### src/rtl/channel_voice_pkg.sv
// Shared definitions for the channel voice: waveform select codes and PWM frame geometry.
package channel_voice_pkg;

    typedef enum logic [1:0] {
        WAVE_SQUARE = 2'd0,
        WAVE_SAW    = 2'd1,
        WAVE_TRI    = 2'd2,
        WAVE_RSV    = 2'd3
    } wave_e;

    localparam int         FRAME_LEN = 256;
    localparam logic [7:0] CNT_LAST  = 8'(FRAME_LEN - 1);

endpackage

### src/rtl/channel_voice_waveform.sv
// Maps an 8-bit phase index and a waveform select to an 8-bit unsigned wave value.
module voice_waveform
    import channel_voice_pkg::*;
(
    input  logic [7:0] i_p,
    input  logic [1:0] i_wave,
    output logic [7:0] o_wave
);

    always_comb begin
        o_wave = 8'h00;
        case (i_wave)
            WAVE_SQUARE: o_wave = i_p[7] ? 8'hFF : 8'h00;
            WAVE_SAW:    o_wave = i_p;
            // Rising over the first half of the cycle, mirrored over the second half.
            WAVE_TRI:    o_wave = i_p[7] ? ~{i_p[6:0], 1'b0} : {i_p[6:0], 1'b0};
            default:     o_wave = 8'h00;
        endcase
    end

endmodule

### src/rtl/channel_voice.sv
// One sound channel: DDS phase accumulator, waveform lookup, amplitude scaling and 8-bit PWM output.
module channel_voice
    import channel_voice_pkg::*;
#(
    parameter int         PHASE_W   = 32,
    parameter logic [7:0] AMP_RESET = 8'hFF
) (
    input  logic               i_clk,
    input  logic               i_rst,
    input  logic [PHASE_W-1:0] i_phase_delta,
    input  logic [7:0]         i_top,
    input  logic               i_top_valid,
    input  logic [1:0]         i_wave,
    output logic [7:0]         o_sample,
    output logic               o_sample_valid,
    output logic               o_pwm
);

    logic [PHASE_W-1:0] r_phase;
    logic [PHASE_W-1:0] r_prev_delta;
    logic [7:0]         r_amp;
    logic [7:0]         r_scaled;
    logic [7:0]         r_cnt;
    logic [7:0]         r_duty;
    logic               r_sample_valid;
    logic               r_pwm;

    logic [7:0]         w_wave;
    logic [15:0]        w_product;
    logic [7:0]         w_cnt_next;
    logic [7:0]         w_duty_next;
    logic               w_frame_end;

    voice_waveform u_waveform (
        .i_p    (r_phase[PHASE_W-1 -: 8]),
        .i_wave (i_wave),
        .o_wave (w_wave)
    );

    assign w_product   = {8'h00, w_wave} * {8'h00, r_amp};
    assign w_frame_end = (r_cnt == CNT_LAST);
    assign w_cnt_next  = r_cnt + 8'd1;
    // Duty is only ever refreshed at the frame boundary so a running frame is never disturbed.
    assign w_duty_next = w_frame_end ? r_scaled : r_duty;

    always_ff @(posedge i_clk) begin
        if (i_rst) begin
            r_phase        <= '0;
            r_prev_delta   <= '0;
            r_amp          <= AMP_RESET;
            r_scaled       <= 8'h00;
            r_cnt          <= 8'h00;
            r_duty         <= 8'h00;
            r_sample_valid <= 1'b0;
            r_pwm          <= 1'b0;
        end else begin
            r_prev_delta <= i_phase_delta;
            // A rest or a new note restarts the waveform from phase zero.
            if (i_phase_delta == '0 || i_phase_delta != r_prev_delta) begin
                r_phase <= '0;
            end else begin
                r_phase <= r_phase + i_phase_delta;
            end
            if (i_top_valid) begin
                r_amp <= i_top;
            end
            r_scaled       <= w_product[15:8];
            r_cnt          <= w_cnt_next;
            r_duty         <= w_duty_next;
            r_sample_valid <= w_frame_end;
            // Registered compare against next-state values keeps o_pwm glitch-free and equal to cnt < duty.
            r_pwm          <= (w_cnt_next < w_duty_next);
        end
    end

    assign o_sample       = r_duty;
    assign o_sample_valid = r_sample_valid;
    assign o_pwm          = r_pwm;

endmodule

### config.mk
export PLATFORM = sky130hd
export DESIGN_NAME = channel_voice
export DESIGN_NICKNAME = d
export VERILOG_FILES = /design/src/rtl/channel_voice_pkg.sv /design/src/rtl/channel_voice_waveform.sv /design/src/rtl/channel_voice.sv
export SDC_FILE = /design/constraint.sdc
export NUM_CORES = 1
export LEC_CHECK = 0
export BUFFER_PORTS_ARGS = -buffer_cell sky130_fd_sc_hd__buf_2
export CORE_MARGIN = 3
export CORE_UTILIZATION = 50
export CTS_CLUSTER_SIZE = 20
export DETAILED_ROUTE_END_ITERATION = 10
export GPL_TIMING_DRIVEN = 0
export PLACE_DENSITY = 0.77
export SETUP_SLACK_MARGIN = 0.1
export SYNTH_ARGS = -nofsm -noshare
export SYNTH_HDL_FRONTEND = slang
export SYNTH_SLANG_ARGS = --single-unit
### constraint.sdc
create_clock -name i_clk -period 16.83 [get_ports i_clk]
set_input_delay 4.2075 -clock i_clk [delete_from_list [all_inputs] [get_ports i_clk]]
set_output_delay 4.2075 -clock i_clk [all_outputs]
set_load 0.02 [all_outputs]
==> results.txt, run 1 <==
The run finished with clean final reports. TritonCTS built the clock tree. The number of buffers created by CTS came out at 9. In this run the tool buffered the top-level ports with 51 buffer cells. The share of total power in sequential cells is 49.1%. The finished layout holds 993 standard cells, fillers aside. The share of the Yosys chip area taken by registers is 28.2%. The total number of placement rows is 42.

The number of vias in the routed layout is 5,286. The fraction of synthesis flops using an asynchronous set or reset pin came out at 0%. The clock insertion delay at the later pin of the skew report came out at 0.35 ns. The worst hold slack is 0.494 ns. The remaining number of nets flagged by the antenna check after routing is 0.

The kind of critical path is in2reg. The cell count after synthesis came out at 750. The post-route clock skew is 0.0114 ns. Total power for the finished layout comes to 0.495 mW.

The placed instances occupy a cell area of 7430 µm². In this run the mean area of a mapped cell was 9.27 µm². The upper clock frequency limit came out at 111 MHz. The number of placed instances, taps included is 977. Among all flip-flop cells after synthesis, the most frequent one is dfxtp_1.

The total net switching power is 0.120 mW. The clock drives 98 sinks. The internal portion of the total power is 0.374 mW. Setup violations remaining at the end of the flow were counted as 0. The post-synth design cell area is 6950 µm².

The total nets after synthesis came out at 903. The top cell types in the final layout, fill and taps aside, are dfxtp_1 (98), ha_1 (72), nor2b_1 (62). The initial antenna violation count is 0.

The starting utilization of the core area is 51.9%. The total routing usage reported by global routing came out at 19.4%. The x dimension of the die is 124 µm. CTS placed an instance of clkbuf_16 at the clock tree root. Counting distinct cell types in the post-synthesis netlist gives 59. The number of diodes came out at 0. The clock edge transition at the registers on the reported setup and hold paths came out at 0.07 ns. Ranked by total cell area, the synthesized netlist is headed by dfxtp_1 (28%), ha_1 (13%), fa_1 (10%). The via density per instance is 5.32.

The share of layout cells above drive strength 1 came out at 10.3%. The actual slew at the worst max-slew pin is 0.753 ns. The placer congestion estimate came out at 0.904. The met3 usage is 3.09%.

The power per cell area came out at 64.0 nW/µm². The number of DRC markers after the initial detailed-route iteration came out at 183. 55 I/O pins were placed. The commonest non-fill, non-tap cell in the layout is dfxtp_1.

The design area is 7720 µm². The filler cell count in the final layout came out at 1,232. In this run, synthesis produced a sequential element count of 98. Of the total power, the clock network draws 41.5%. The total of warnings raised by yosys is 0. The multi-input logic area came out at 4730 µm². The vertical die dimension came out at 124 µm. The placeable core area is 13,400 µm². The met2 track demand over resource in global routing is 33.4%. Summed over all instances, the cell type with the most area after synthesis is dfxtp_1. The number of buffers added for setup after CTS came out at 0. The tightest min-delay check is of the reg2reg type. In the final layout, flip-flops and latches occupy 1960 µm².

The maximum number of pins on one net before global-route repair came out at 17. The clock passes through at most 2 buffers. The aggregate global routing overflow came out at 0. The post-layout minimum cycle time is 8.97 ns. The final number of hold-violating endpoints came out at 0.

The detailed placement HPWL came out at 11,300 µm. The floorplan die area is 15,400 µm². The switching part of the total is 24.3%.

The layout-stage area growth over the synthesis result came out at 11.1%. The final critical-path share of the clock period is 53.3%. The number of slew-limit violations in the final report came out at 0. The wire length of the first global-routing pass is 23,500 µm.

The count of flip-flops with a built-in enable after synthesis came out at 0. The average wire per cell in the routed design is 14.3 µm. Setup total negative slack on the finished layout was measured at 0 ns. The largest fanout of any net on the critical path came out at 10. The number of gates resized after CTS was 0. After global routing, the most crowded layer is met2.

The data arrival time of the worst path is 9.19 ns. The critical path required time came out at 17.06 ns. The number of hold buffers added after cts came out at 0. For this run, design rule violations remaining after detail routing come to 0. Setup repair after global routing left no endpoint under its margin. STA classifies the critical path endpoint as a flop. The number of global-route vias before repair is 5,173. The number of search-and-repair iterations in the first detailed-routing pass is 4. The final routed wirelength across all metal layers is 14,200 µm. The static leakage is 3.71 nW. The total of max-cap violations is 0. The met1 demand-to-capacity share in global routing came out at 24.5%.

The number of H-tree levels came out at 3. The relative slew slack came out at 49.8%. Combinational cells account for 9.4% of the total power.

STA classifies the critical path startpoint as an input pin. In this run the biggest area consumer among cell types represents 28.2% of the synthesized area. The worst-case IR drop observed on VDD is 0.0493 mV. The post-layout net count came out at 965.
==> per-layer routing <==
| layer | wire length (µm) | share of wire [%] |
|---|---|---|
| met1 | 6470 | 46 |
| met2 | 6950 | 49 |
| met3 | 492 | 3.5 |
| met4 | 269 | 1.9 |
| met5 | 0 | 0 |
==> final timing paths <==
path	cells after the start	from	to	slack, ns
setup / recovery	22	i_wave[1]	r_scaled[6]	7.86
hold / removal	1	r_cnt[0]	r_cnt[0]	0.49
setup reg to reg	21	r_phase[25]	r_scaled[6]	11.39
hold reg to reg	1	r_cnt[0]	r_cnt[0]	0.49
==> critical path, stage by stage <==
cell and delay [ns]:
buf_6 0.12, nand2_1 0.08, xor2_1 0.15, nor2_1 0.05
a21oi_1 0.55, nor2b_1 0.15, fa_1 0.41, inv_1 0.08
fa_1 0.42, fa_1 0.50, inv_1 0.06, fa_1 0.48
ha_1 0.31, o21a_1 0.10, o21ai_0 0.26, a21oi_1 0.16
and4_1 0.22, a21o_1 0.19, or2_4 0.26, o31ai_4 0.22
xor2_1 0.16, nor2_1 0.05
==> sequential cells by signal (all words and copies together) (netlist names) <==
name / flops
o_sample: 8
r_amp: 8
o_pwm: 1
r_cnt: 8
r_scaled: 8
o_sample_valid: 1
r_prev_delta: 32
r_phase: 32
==> metrics by stage <==
step | worst slack [ns] | utilization [%]
3_5_place_dp | 7.48 | 55.4
6_report | 7.86 | 57.6
4_1_cts | 7.85 | 57.6
5_1_grt | 7.47 | 57.6
2_1_floorplan | 8.06 | -
3_3_place_gp | 7.56 | 55.4
==> power groups by stage <==
stage | clock, mW | combinational (mW) | sequential (mW)
after floorplan | 0 | 0.0290 | 0.247
after global placement | 0 | 0.0452 | 0.248
after detailed placement | 0 | 0.0463 | 0.248
after CTS | 0.211 | 0.0465 | 0.243
after global routing | 0.218 | 0.0519 | 0.243
final | 0.205 | 0.0464 | 0.243
==> kinds of logic after synthesis <==
group,after synthesis,synth area share (%)
buffers and inverters,63,3.73
and+or+nand+nor,281,22.6
adders and majority gates,108,23.3
muxes,15,2.16
DFF,98,28.2
AOI/OAI and AO/OA,114,11.0
xor gates and xnor gates,71,8.94
==> layout make-up <==
type                    count  area share (%)
well taps                 176            2.85
repair buffers             51            3.30
clock buffers              11            3.01
plain buffers              17            1.12
multi-input cells         589            61.3
inverters                  46            2.24
flip-flops and latches     98            25.4
clock inverters             5           0.810
==> synthesized netlist by cell type, types with 2 or more instances <==
master    count
a31oi_1       3
and2_1       43
dfxtp_1      98
nor2b_1      62
a41oi_1       2
nor3_1       12
nand3_1       8
o21ai_1       6
mux2i_1      15
and2b_1       5
inv_1        46
o211ai_1      2
a21o_1       13
nand4_1       8
o221ai_1      2
nand2_1      47
o21bai_1      3
or3_1         2
a21oi_1      35
buf_6         2
a211oi_1      3
and3b_1       4
buf_4         2
o211a_1       2
nor2_1       43
o31a_1        2
ha_1         72
nor4_1       17
fa_1         36
o21a_1        9
xor2_1       50
nand2b_1     13
clkbuf_1     13
and3_1        6
o21ai_0      20
xnor2_1      21
Power figures use the tool's default switching activity.
==> run 2: changes to the inputs <==
PLACE_DENSITY = 0.8   (was 0.77)
clock period = 7.4 ns   (was 16.83 ns; I/O delays follow)
==> run 2 against run 1 <==
Effect of this change: first-iteration DRC count rose by 57%; register-to-register slack got worse by 9.4 ns; clock power up 130%; combinational power grew 130%; final cell count down 0.20%; clock-buffer cell count stayed put; sequential power rose by 130%; die area did not move; via count increased by 0.26%; clock skew fell by 0.0061 ns; largest power group unchanged.
==> results.txt, run 2 (same netlist as run 1, synthesis figures left out) <==
The flow ran to the end, and the final reports show no timing, DRC or antenna violations. In the layout the commonest cells are dfxtp_1 (98), ha_1 (72), nor2b_1 (62). The final routed wirelength across all metal layers came to 14,500 µm (+2.1%). The vertical die dimension came out at 124 µm (unchanged). The data arrival time of the worst path came to 6.87 ns (-2.32 ns). The starting utilization of the core area came out at 51.9% (unchanged). The number of DRC violations after detailed routing is 0 (unchanged).

The upper clock frequency limit is 150 MHz. The number of buffers created by CTS is 9 (unchanged). TritonCTS built the clock tree.

The I/O pin total came out at 55 (unchanged). The share of layout cells above drive strength 1 is 10.3% (+0.025 points). The buffer type at the clock tree root is clkbuf_16.

The critical path required time came to 7.62 ns (-9.44 ns). The number of hold buffers added after cts came to 0 (unchanged). The total negative slack for setup checks came to 0 ns (unchanged). The number of vias in the routed layout came out at 5,300 (+0.26%). The clock insertion delay at the later pin of the skew report came to 0.35 ns (about the same).

The number of diodes came to 0 (unchanged). The sort of element at the start of the critical path is an input pin. The worst path in the final design needs a cycle of 6.65 ns, including I/O delays and setup. The number of slew-limit violations in the final report came out at 0 (unchanged). The number of cells upsized or downsized after cts came to 0 (unchanged).

The final number of hold-violating endpoints came out at 0 (unchanged). The placeable core area is 13,400 µm² (unchanged). The detailed placement HPWL is 11,200 µm (-0.27%).

The remaining number of nets flagged by the antenna check after routing was 0 (unchanged). The number of search-and-repair iterations in the first detailed-routing pass was 5 (+1). The number of global-route vias before repair is 5,185 (+0.23%). The worst setup path is captured at a flop. The worst IR drop on VDD came out at 0.106 mV (+110%). The total number of placement rows came to 42 (unchanged). The final critical-path share of the clock period came out at 89.9%. The count of buffers from port buffering was 51 (unchanged). The maximum number of pins on one net before global-route repair came to 16 (-1). The worst setup path is of the in2reg kind. The number of placed instances, taps included came to 977 (unchanged). The actual slew at the worst max-slew pin is 0.820 ns (+0.0671 ns).

The wire length of the first global-routing pass came out at 23,900 µm (+1.8%). The post-layout net count was 965 (unchanged). Setup repair after global routing left no endpoint under its margin.

The number of buffers added for setup after CTS came out at 0 (unchanged). The number of DRC markers after the initial detailed-route iteration was 288 (+57%). The number of sinks handled by clock tree synthesis is 98 (unchanged). The initial antenna violation count was 1 (+1). The clock edge transition at the registers on the reported setup and hold paths was 0.07 ns (about the same).

The relative slew slack is 45.3% (-4.5 points). The largest fanout of any net on the critical path is 10 (unchanged). The worst min-delay path category is reg2reg. The clock tree buffer depth came out at 2 (unchanged). In the final layout, the registers with the most flip-flops are r_phase: 32 flops, r_prev_delta: 32 flops. The commonest non-fill, non-tap cell in the layout is dfxtp_1. The power per cell area is 147 nW/µm² (+130%). The post-route clock skew came out at 0.00534 ns (-0.00609 ns). The average wire per cell in the routed design is 14.6 µm (+2.3%). The total routing usage reported by global routing came to 19.5% (+0.11 points). The total of max-cap violations is 0 (unchanged). The count of final setup violators came to 0 (unchanged). The aggregate global routing overflow is 0 (unchanged).

The static leakage is 3.72 nW (+0.33%). The floorplan die area is 15,400 µm² (unchanged). The number of H-tree levels is 3 (unchanged). The x dimension of the die came out at 124 µm (unchanged). The count of placed standard cells in the final layout, fillers left out came out at 991 (-0.20%).

The layout-stage area growth over the synthesis result is 11.2% (about the same). The via density per instance came out at 5.35 (+0.47%). The placer congestion estimate came to 0.897 (-0.71%).
[run 2: changes by cell type in the layout (fill, tap and decap cells not counted), sizes merged]
| cell | delta |
|---|---|
| clkinvlp | -2 |
| clkinv | -1 |
| inv | +1 |
[run 2: power breakdown]
| part | total (mW) | internal, mW | switching (mW) |
|---|---|---|---|
| logic | 0.106 | 0.0458 | 0.0602 |
| clock network | 0.481 | 0.279 | 0.201 |
| registers | 0.552 | 0.542 | 0.0110 |
[run 2: area by class of cell]
type	count	area [µm²]
Timing Repair Buffer	51	255
Tap cell	176	220
Inverter	46	173
Fill cell	1202	5670
Clock inverter	3	47.5
Buffer	17	86.3
Clock buffer	11	253
Sequential cell	98	1960
Multi-Input combinational cell	589	4730
[run 2: per-stage QoR]
stage               cell area [µm²]  setup slack [ns]  power, mW  utilization, %  hold slack, ns
CTS                            7730             0.760       1.15            57.7           0.495
global route                   7730             0.519       1.18            57.7           0.529
global placement               7430             0.471      0.666            55.4           0.469
finish                         7730             0.751       1.14            57.7           0.491
floorplan                      6950             0.985      0.628               -           0.438
detailed placement             7430             0.389      0.670            55.4           0.481
[run 2: critical path: stages]
cell and delay (ns):
buf_6 0.12, nand2_1 0.07, xor2_1 0.14, nor2_1 0.05
a21oi_1 0.63, nor2b_1 0.16, fa_1 0.57, inv_1 0.05
fa_1 0.48, inv_1 0.06, fa_1 0.50, fa_1 0.49
ha_1 0.29, o21ai_0 0.11, a21oi_1 0.15, and4_1 0.22
a21o_1 0.19, or2_4 0.25, o31ai_4 0.23, xor2_1 0.20
nor2_1 0.05
[run 2: final timing paths]
kind                                  start     endpoint  depth (start not counted)  slack [ns]
worst max register to register  r_phase[31]  r_scaled[6]                         20        1.96
worst max-delay path              i_wave[1]  r_scaled[6]                         21        0.75
worst min register to register     r_cnt[0]     r_cnt[0]                          1        0.49
worst min-delay path               r_cnt[0]     r_cnt[0]                          1        0.49
[run 2: routing by layer]
metal / vias up / wire length, µm / track usage, %
met5: - / 13 / 0
met4: 2 / 204 / 4.31
met3: 20 / 588 / 3.59
met2: 107 / 7250 / 35.6
met1: 2504 / 6430 / 23.8
li1: 2667 / - / -
==> run 3: changes to the inputs <==
--- a/config.mk
+++ b/config.mk
@@ -11,5 +11,5 @@
 export CTS_CLUSTER_SIZE = 20
 export DETAILED_ROUTE_END_ITERATION = 10
-export GPL_TIMING_DRIVEN = 0
+export GPL_TIMING_DRIVEN = 1
 export PLACE_DENSITY = 0.8
 export SETUP_SLACK_MARGIN = 0.1
==> constraint.sdc (replaced) <==
create_clock -name i_clk -period 7.4 [get_ports i_clk]
set_input_delay 0.37 -clock i_clk [delete_from_list [all_inputs] [get_ports i_clk]]
set_output_delay 0.37 -clock i_clk [all_outputs]
set_load 0.02 [all_outputs]
==> run 3 against run 2 <==
Effect of this change: critical path type is now reg2reg; sequential share of layout area up 0.15 points; worst hold slack worse by 0.26 ns; power up 1.2%.
==> results.txt, run 3 (same netlist as run 1, synthesis figures left out) <==
The layout-stage area growth over the synthesis result came out at 10.5%. The starting utilization of the core area is 51.9% (unchanged). The number of slew-limit violations in the final report is 0 (unchanged). The placer congestion estimate is 0.922 (+2.8%). The met2 track demand over resource in global routing came out at 34.6% (-0.98 points). The average wire per cell in the routed design came out at 14.8 µm (+1.3%). The kind of critical path is reg2reg. The count of buffers from port buffering came out at 54 (+5.9%). The post-layout minimum cycle time came to 5.62 ns (-1.03 ns). The final routed wirelength across all metal layers is 14,500 µm (+0.22%).

The most used routing layer in global routing is met2. The worst setup path is launched from a flop. TritonCTS built the clock tree. The post-route clock skew is 0.00562 ns (+0.000279 ns).

The number of DRC violations after detailed routing came out at 0 (unchanged). The maximum number of pins on one net before global-route repair is 54 (+38). The number of gates on the worst path with buffers counted is 19 (-9.5%). STA classifies the critical path endpoint as a flop. The final critical-path share of the clock period is 75.9% (-14 points). The final number of hold-violating endpoints was 0 (unchanged). The most critical setup path has its startpoint at r_phase[31]. The remaining number of nets flagged by the antenna check after routing is 0 (unchanged). The slowest stage of the critical path is the dfxtp_1 cell. The vertical die dimension is 124 µm (unchanged).

The data arrival time of the worst path is 5.82 ns (-1.05 ns). The number of vias in the routed layout was 5,316 (+0.30%). The clock insertion delay at the later pin of the skew report came out at 0.36 ns (about the same). The met3 usage is 4.77% (+1.2 points).

The number of DRC markers after the initial detailed-route iteration is 321 (+11%). The cell family with the largest share of critical-path delay is adder cells. The number of H-tree levels came to 3 (unchanged). The critical path goes through xor2_1 -> nor2_1 -> a21oi_1 -> nor2b_1 -> fa_1 -> inv_1 -> fa_1 -> inv_1 -> fa_1 -> fa_1 -> ha_1 -> o21ai_0 -> a21oi_1 -> and4_1 -> a21o_1 -> or2_4 -> o31ai_4 -> xor2_1 -> nor2_1. The cell that appears most often on the critical path is fa_1. The clock tree buffer depth is 2 (unchanged). The number of global-route vias before repair came to 5,209 (+0.46%). The cell depth of the worst hold path is 3 (+2).

The number of buffers added for setup after CTS was 0 (unchanged). The clock edge transition at the registers on the reported setup and hold paths came out at 0.07 ns (about the same). The worst IR drop on VDD came out at 0.139 mV (+32%). The total buffers and inverters traversed by the critical path came out at 2 (-1).

The number of hold buffers added after cts came out at 0 (unchanged). The total negative slack for setup checks came to 0 ns (unchanged). The number of cells on the worst reg-to-reg path came out at 19 (-5.0%). The initial antenna violation count came to 0 (-1).

In the final layout, the registers with the most flip-flops are r_phase: 32 flops, r_prev_delta: 32 flops. The number of sinks handled by clock tree synthesis is 98 (unchanged). The smallest setup slack after layout is 1.78 ns (+1.03 ns). The number of diodes came out at 0 (unchanged). The post-layout net count is 952 (-1.3%). The power per cell area is 150 nW/µm² (+1.8%). The library cells used most frequently in the layout, excluding fill and tap cells, are dfxtp_1 (98), ha_1 (72), nor2b_1 (62).

The worst slack at placement is 1.90 ns (+1.51 ns). Leaving out fill and tap cells, the most frequent cell in the layout is dfxtp_1. The share of layout cells above drive strength 1 is 10.8% (+0.51 points). The worst hold slack was 0.232 ns (-0.259 ns). The actual slew at the worst max-slew pin was 0.953 ns (+0.133 ns).

The total of max-cap violations is 0 (unchanged). The startpoint identified for the worst hold timing path is i_top[0]. The largest fanout of any net on the critical path came to 10 (unchanged). The count of final setup violators is 0 (unchanged). Setup repair after global routing left no endpoint under its margin.

The relative slew slack came out at 36.4% (-8.9 points). The aggregate global routing overflow is 0 (unchanged). The number of cells upsized or downsized after cts was 0 (unchanged).

The static leakage was 3.71 nW (-0.44%). The placeable core area came out at 13,400 µm² (unchanged). The worst flop-to-flop path startpoint is r_phase[31]. The upper clock frequency limit came out at 178 MHz (+18%). The total routing usage reported by global routing came to 20.4% (+0.89 points). The min-delay analysis places its worst path in the category in2reg.

The x dimension of the die is 124 µm (unchanged). The flow ran to the end, and the final reports show no timing, DRC or antenna violations. The total number of placement rows came out at 42 (unchanged). The wire length of the first global-routing pass is 24,800 µm (+3.4%). The floorplan die area is 15,400 µm² (unchanged). The core occupancy in the finished layout came out at 57.3% (-0.35 points). The number of search-and-repair iterations in the first detailed-routing pass is 7 (+2). The met1 demand-to-capacity share in global routing is 25.4% (+1.6 points).

CTS placed an instance of clkbuf_16 at the clock tree root. The I/O pin total came out at 55 (unchanged). The detailed placement HPWL is 11,200 µm (-0.21%). The number of buffers created by CTS came out at 9 (unchanged). The via density per instance is 5.42 (+1.4%).

The critical path required time was 7.60 ns (-0.02 ns). The largest stage delay on the critical path came to 0.63 ns (about the same).
[run 3: cell types whose count changed in the layout (fill, tap and decap cells not counted), sizes merged]
| cell | previous run | this run |
|---|---|---|
| clkbuf | 24 | 10 |
| clkinv | 0 | 2 |
| clkinvlp | 0 | 1 |
[run 3: area by class of cell]
| type | instances | area (µm²) |
|---|---|---|
| Timing Repair Buffer | 55 | 278 |
| Fill cell | 1190 | 5720 |
| Sequential cell | 98 | 1960 |
| Clock inverter | 6 | 73.8 |
| Tap cell | 176 | 220 |
| Inverter | 46 | 173 |
| Multi-Input combinational cell | 589 | 4740 |
| Clock buffer | 10 | 239 |
[run 3: routing by layer]
metal	part of all wire, %	wire length, µm	vias to the layer above
li1	-	-	2636
met1	44	6380	2545
met2	50	7190	104
met3	4.0	587	31
met4	2.5	360	0
met5	0	0	-
[run 3: power breakdown]
group,switching (mW),internal (mW)
Clock,0.221,0.276
Sequential,0.0112,0.541
Combinational,0.0589,0.0446
Total,0.291,0.862
[run 3: stage by stage]
stage,power (mW),area (µm²),cells
floorplan,0.628,6950,750
global placement,0.664,7370,964
detailed placement,0.667,7370,964
CTS,1.16,7680,980
global route,1.20,7680,980
finish,1.15,7680,980
[run 3: path summary, 6_finish.rpt]
check / end / slack, ns
worst max register to register: r_scaled[6] / 1.78
worst min-delay path: r_amp[0] / 0.23
worst min register to register: r_cnt[0] / 0.49
worst max-delay path: r_scaled[6] / 1.78
[run 3: tightest hold or removal path: cells and delay by family]
| family | cells | cell delay (ns) |
|---|---|---|
| buffers and inverters | 1 | 0.07 |
| muxes | 1 | 0.06 |
| and+or+nand+nor | 1 | 0.06 |
